[src/rtl/mem_arb_pkg.sv]
// Shared types for the CPU/debug memory-port arbiter.
// Pure declarations: no latency or flow-control behaviour of its own.
package mem_arb_pkg;

   typedef enum logic [1:0] {
      IDLE   = 2'd0,
      ACCESS = 2'd1,
      WAIT   = 2'd2,
      DONE   = 2'd3
   } arb_state_t;

   typedef enum logic {
      CPU = 1'b0,
      DBG = 1'b1
   } owner_t;

   // Wait-counter width; a zero wait-state build still needs one bit.
   function automatic int cnt_width(input int ws);
      return (ws < 1) ? 1 : $clog2(ws + 1);
   endfunction

endpackage

[src/rtl/wait_counter.sv]
// Loadable down-counter for memory wait states; o_last marks the final wait cycle.
// Count is visible the cycle after load and saturates at zero; no backpressure.
module wait_counter
   import mem_arb_pkg::*;
#(
   parameter int WAIT_STATES = 2,
   localparam int CW = cnt_width(WAIT_STATES)
) (
   input  logic clk,
   input  logic reset,
   input  logic i_load,
   input  logic i_dec,
   output logic o_last
);

   logic [CW-1:0] r_count;

   always_ff @(posedge clk or negedge reset) begin
      if (!reset) begin
         r_count <= '0;
      end else if (i_load) begin
         r_count <= CW'(WAIT_STATES);
      end else if (i_dec && (r_count != '0)) begin
         r_count <= r_count - 1'b1;
      end
   end

   assign o_last = (r_count == CW'(1));

endmodule

[src/rtl/mem_arbiter.sv]
// Round-robin arbiter sharing one memory port between the CPU and the debug/loader port.
// Ready 2+WAIT_STATES cycles after the request is sampled in IDLE; losers hold req until served.
module mem_arbiter
   import mem_arb_pkg::*;
#(
   parameter int WAIT_STATES = 2,
   parameter int ADDR_W      = 32,
   parameter int DATA_W      = 32
) (
   input  logic              clk,
   input  logic              reset,
   input  logic              cpu_req,
   input  logic              dbg_req,
   input  logic              cpu_we,
   input  logic              dbg_we,
   input  logic [ADDR_W-1:0] cpu_addr,
   input  logic [ADDR_W-1:0] dbg_addr,
   input  logic [DATA_W-1:0] cpu_wdata,
   input  logic [DATA_W-1:0] dbg_wdata,
   output logic [DATA_W-1:0] cpu_rdata,
   output logic [DATA_W-1:0] dbg_rdata,
   output logic              cpu_ready,
   output logic              dbg_ready,
   output logic              mem_en,
   output logic              mem_we,
   output logic [ADDR_W-1:0] mem_addr,
   output logic [DATA_W-1:0] mem_wdata,
   input  logic [DATA_W-1:0] mem_rdata,
   output logic              owner,
   output logic [1:0]        dbg_arbstate
);

   arb_state_t        r_state;
   owner_t            r_owner;
   owner_t            r_last_owner;
   owner_t            w_pick;
   logic              r_we;
   logic              r_mem_en;
   logic              r_mem_we;
   logic [ADDR_W-1:0] r_addr;
   logic [DATA_W-1:0] r_wdata;
   logic [DATA_W-1:0] r_cpu_rdata;
   logic [DATA_W-1:0] r_dbg_rdata;
   logic              r_cpu_ready;
   logic              r_dbg_ready;
   logic              w_sel_we;
   logic [ADDR_W-1:0] w_sel_addr;
   logic [DATA_W-1:0] w_sel_wdata;
   logic              w_cnt_last;
   logic              w_to_done;

   wait_counter #(.WAIT_STATES(WAIT_STATES)) u_wait_counter (
      .clk    (clk),
      .reset  (reset),
      .i_load (r_state == ACCESS),
      .i_dec  (r_state == WAIT),
      .o_last (w_cnt_last)
   );

   // On a tie the requester not served last wins.
   always_comb begin
      w_pick = CPU;
      if (cpu_req && dbg_req) begin
         w_pick = (r_last_owner == CPU) ? DBG : CPU;
      end else if (dbg_req) begin
         w_pick = DBG;
      end
   end

   assign w_sel_we    = (w_pick == DBG) ? dbg_we    : cpu_we;
   assign w_sel_addr  = (w_pick == DBG) ? dbg_addr  : cpu_addr;
   assign w_sel_wdata = (w_pick == DBG) ? dbg_wdata : cpu_wdata;

   assign w_to_done = ((r_state == ACCESS) && (WAIT_STATES == 0)) ||
                      ((r_state == WAIT) && w_cnt_last);

   always_ff @(posedge clk or negedge reset) begin
      if (!reset) begin
         r_state      <= IDLE;
         r_owner      <= CPU;
         r_last_owner <= DBG;
         r_we         <= 1'b0;
         r_mem_en     <= 1'b0;
         r_mem_we     <= 1'b0;
         r_addr       <= '0;
         r_wdata      <= '0;
         r_cpu_rdata  <= '0;
         r_dbg_rdata  <= '0;
         r_cpu_ready  <= 1'b0;
         r_dbg_ready  <= 1'b0;
      end else begin
         r_mem_en    <= 1'b0;
         r_mem_we    <= 1'b0;
         r_cpu_ready <= 1'b0;
         r_dbg_ready <= 1'b0;
         if (w_to_done) begin
            if (!r_we) begin
               if (r_owner == CPU) r_cpu_rdata <= mem_rdata;
               else                r_dbg_rdata <= mem_rdata;
            end
            r_cpu_ready <= (r_owner == CPU);
            r_dbg_ready <= (r_owner == DBG);
         end
         case (r_state)
            IDLE: begin
               if (cpu_req || dbg_req) begin
                  r_owner  <= w_pick;
                  r_we     <= w_sel_we;
                  r_addr   <= w_sel_addr;
                  r_wdata  <= w_sel_wdata;
                  r_mem_en <= 1'b1;
                  r_mem_we <= w_sel_we;
                  r_state  <= ACCESS;
               end
            end
            ACCESS:  r_state <= w_to_done ? DONE : WAIT;
            WAIT:    if (w_to_done) r_state <= DONE;
            DONE: begin
               r_last_owner <= r_owner;
               r_state      <= IDLE;
            end
            default: r_state <= IDLE;
         endcase
      end
   end

   assign cpu_rdata    = r_cpu_rdata;
   assign dbg_rdata    = r_dbg_rdata;
   assign cpu_ready    = r_cpu_ready;
   assign dbg_ready    = r_dbg_ready;
   assign mem_en       = r_mem_en;
   assign mem_we       = r_mem_we;
   assign mem_addr     = r_addr;
   assign mem_wdata    = r_wdata;
   assign owner        = r_owner;
   assign dbg_arbstate = r_state;

endmodule

[config.mk]
export PLATFORM = sky130hd
export DESIGN_NAME = mem_arbiter
export DESIGN_NICKNAME = d
export VERILOG_FILES = /design/src/rtl/mem_arb_pkg.sv /design/src/rtl/wait_counter.sv /design/src/rtl/mem_arbiter.sv
export SDC_FILE = /design/constraint.sdc
export NUM_CORES = 1
export LEC_CHECK = 0
export CAP_MARGIN = 20
export CORE_MARGIN = 1
export CORE_UTILIZATION = 41
export CTS_BUF_LIST = sky130_fd_sc_hd__clkbuf_4
export CTS_CLUSTER_DIAMETER = 60
export CTS_CLUSTER_SIZE = 16
export DETAILED_ROUTE_END_ITERATION = 12
export GPL_TIMING_DRIVEN = 0
export PLACE_DENSITY = 0.95
export SLEW_MARGIN = 5
export SYNTH_ARGS = -nofsm -noshare
export SYNTH_HDL_FRONTEND = slang
export SYNTH_SLANG_ARGS = --single-unit
[constraint.sdc]
create_clock -name clk -period 2.16 [get_ports clk]
set_input_delay 0.432 -clock clk [delete_from_list [all_inputs] [get_ports clk]]
set_output_delay 0.432 -clock clk [all_outputs]
set_load 0.005 [all_outputs]
==> summary.md <==
| Metric | Value |
|---|---|
| Status | `finished clean` |
| Area of the multi-input gates | `0.002095 sq mm` |
| Initial antenna violation count | `0` |
| Yosys warns | `0` |
| Routed Antenna Nets | `0` |
| Synth async-reset ratio | `1.000` |
| CP Capture Type | `register` |
| R2R cell count | `6` |
| Post-Route Skew | `0.02317 ns` |
| Via Count | `about 5300` |
| Syn nets | `700` |
| Post-synthesis sequential area ratio | `0.6023` |
| Row cnt | `43` |
| Routed wire per std cell | `~18 um` |
| Max cap viols | `0` |
| Final Hold Viols | `0` |
| DR iter-0 viols | `roughly 350` |
| Die area | `between 0.01 and 0.015 sq mm` |
| Crit path largest cell delay | `about 0.45 ns` |
| Leading cell types by count after synthesis | `dfrtp_1, a21oi_1, nor2_1` |
| Critical path depth in cells | `6` |
| Final non-filler cell total | `~1000` |
| Clk buf depth | `2` |
| Dominant synthesized flop cell | `dfrtp_1` |
| Post-synthesis area per instance | `10.94 sq um` |
| Area contributors post-synth | `dfrtp_1, mux2_2, a21oi_1` |
| Initial core utilization | `0.4178` |
| Top-area cell type share of the netlist area | `0.5978` |
| CTS Buf Count | `17` |
| Syn Std Cell Area | `0.005777 sq mm` |
| Final WL | `~19000 um` |
| Period utilization | `0.9313` |
| Share of layout cells above drive strength 1 | `0.1497` |
| Clock latency on the worst-skew pair | `about 0.53 ns` |
| Area leader, netlist | `dfrtp_1` |
| Net Sw Power | `~4.1 mW` |
| WP data required | `between 2 and 3 ns` |
| Clock share of power | `0.142` |
| Antenna Diode Count | `0` |
| CP max FO | `10` |
| Final Critical Period | `approximately 2.0 ns` |
| Net Sw Frac | `0.3333` |
| Routed vias/inst | `slightly above 5` |
| WP buf/inv | `2` |
| CTS tree | `yes` |
| RSZ-0062 raised after global routing | `no` |
| Leak | `4.056 nW` |
| Layout Nets | `between 1000 and 1500` |
| Hold Path Class | `in -> reg` |
| Slew @ Worst Pin | `0.6041 ns` |
| Post-Syn Instances | `around 530` |
| Placed Area | `roughly 0.0090 sq mm` |
| Detailed placer's ending HPWL | `14070 um` |
| Cell variety after synth | `26` |
| CTS root buf | `clkbuf_4` |
| Pre-antenna DRT Iters | `4` |
| Logic pwr share | `0.475` |
| Hold_ws | `approximately 0.42 ns` |
| H-tree levels | `4` |
| Vias in the first global route | `roughly 5400` |
| Max rail drop VDD | `just under 700 uV` |
| Global Route Usage Sum | `0.2620` |
| Critical Path AT | `2.42 ns` |
| Setup violators final | `0` |
| Cell with the most instances after synthesis | `dfrtp_1` |
| Clk slew on worst S/H paths | `0.14 ns` |
| Layout fillers | `~980` |
| Die W | `approximately 120 um` |
| EDFF count, synth | `0` |
| WHS Path Cells | `3` |
| P_int | `~8.1 mW` |
| Reg power frac | `0.382` |
| Final GP Congestion | `between 0.7 and 0.8` |
| Relative slew margins | `0.5972` |
| Storage cell area | `approximately 0.0035 sq mm` |
| Critical-path top delay cell | `dfrtp_1` |
| Crit path cell chain | `inv_1 -> ha_1 -> nand2_1 -> nor3_4 -> buf_4 -> mux2_2` |
| Clock sinks | `about 140` |
| Area delta synth->final | `61.66%` |
| Number of synthesized register bits | `around 140` |
| Port Buffers | `300` |
| Largest net degree at the start of global routing | `81` |
| CP Launch Type | `register` |
| Final Slew Violations | `0` |
| Achievable Freq | `approximately 0.5 GHz` |
| Power per cell area | `between 1000 and 1500 mW/mm^2` |
| GRT Residual Overflow | `0` |
| Inst Count DP | `1009` |
| Final instance area | `0.009339 sq mm` |
| First-pass GRT wire length | `roughly 29000 um` |
| DRC | `0` |
| Core ar. | `roughly 0.014 sq mm` |
| CP top delay family | `flip-flops` |
| Die H | `around 120 um` |
| Critical path class | `reg -> reg` |
| I/O Pins | `301` |
flip-flops by register name (all words and copies together), names as in the netlist:
| register | flops |
|---|---|
| cpu_rdata | 32 |
| dbg_rdata | 32 |
| mem_addr | 32 |
| mem_wdata | 32 |
| dbg_arbstate | 2 |
| u_wait_counter.r_count | 2 |
| cpu_ready | 1 |
| dbg_ready | 1 |
| mem_en | 1 |
| mem_we | 1 |
| owner | 1 |
| r_last_owner | 1 |
| r_we | 1 |
final timing paths:
path / start / slack [ns] / endpoint
max in group asynchronous: reset / 0.93 / cpu_rdata[31]
worst max-delay path: dbg_arbstate[0] / 0.15 / cpu_rdata[23]
min in group asynchronous: reset / 0.44 / mem_addr[4]
worst max register to register: dbg_arbstate[0] / 0.15 / cpu_rdata[23]
worst min register to register: u_wait_counter.r_count[1] / 0.50 / u_wait_counter.r_count[1]
worst min-delay path: cpu_addr[18] / 0.42 / mem_addr[18]
cells in the final DEF, fill, tap and decap left out, types with 6 or more instances in the layout:
| master | Yosys | routed |
|---|---|---|
| clkdlybuf4s50_1 | 0 | 299 |
| dfrtp_1 | 138 | 137 |
| a21oi_1 | 130 | 130 |
| nor2_1 | 70 | 70 |
| nand2_1 | 65 | 65 |
| mux2_2 | 64 | 64 |
| buf_2 | 21 | 20 |
| clkbuf_4 | 0 | 18 |
| clkbuf_1 | 7 | 7 |
| ha_1 | 6 | 6 |
cells by family after synthesis:
| kind of cell | Yosys count | synth area share |
|---|---|---|
| simple gates | 140 | 0.09660 |
| flops | 139 | 0.6023 |
| compound gates | 136 | 0.1211 |
| mux | 67 | 0.1304 |
| buf+inv | 39 | 0.03509 |
| fa+ha+maj | 6 | 0.01300 |
| xor+xnor | 1 | 0.001516 |
final cells by class:
type / count / area share
Clock inverter: 15 / 0.01755
Multi-Input combinational cell: 350 / 0.2243
Tap cell: 180 / 0.02412
Inverter: 5 / 0.002010
Sequential cell: 139 / 0.3727
Buffer: 34 / 0.01996
Timing Repair Buffer: 302 / 0.3257
Clock buffer: 17 / 0.01367
repair_timing:
item                       in CTS  in global routing
hold endpoints to repair       59                  0
hold buffers                    1                  0
resized for setup               0                  2
setup endpoints to repair       0                  4
setup buffers                   0                  0
tightest hold or removal path, stage by stage:
cell and delay (ns):
clkdlybuf4s50_1 0.40, nand2_1 0.06, a21oi_1 0.05
power by group through the flow:
stage	Combinational [mW]	Clock (mW)	Sequential, mW
floorplan	2.09	0	4.73
global placement	5.62	0	4.61
detailed placement	5.81	0	4.72
CTS	5.85	1.79	4.66
global route	6.33	1.90	4.81
finish	5.81	1.74	4.67
metrics by stage:
stage | util | setup TNS, ns | setup WS, ns | power (mW)
global placement | 0.6513 | -665.46 | -4.810 | 10.23
CTS | 0.6751 | 0 | 0.01089 | 12.30
floorplan | - | 0 | 0.4430 | 6.820
global route | 0.6754 | 0 | 0.02416 | 13.03
detailed placement | 0.6533 | -0.2258 | -0.04333 | 10.54
finish | 0.6754 | 0 | 0.1485 | 12.21
routing by layer:
layer	GRT usage	vias to the layer above	wire, um
li1	-	2439	-
met1	0.3011	2586	7177
met2	0.4529	269	9505
met3	0.08774	36	1507
met4	0.09491	0	359
met5	0	-	0
(Power assumes the default switching activity.)
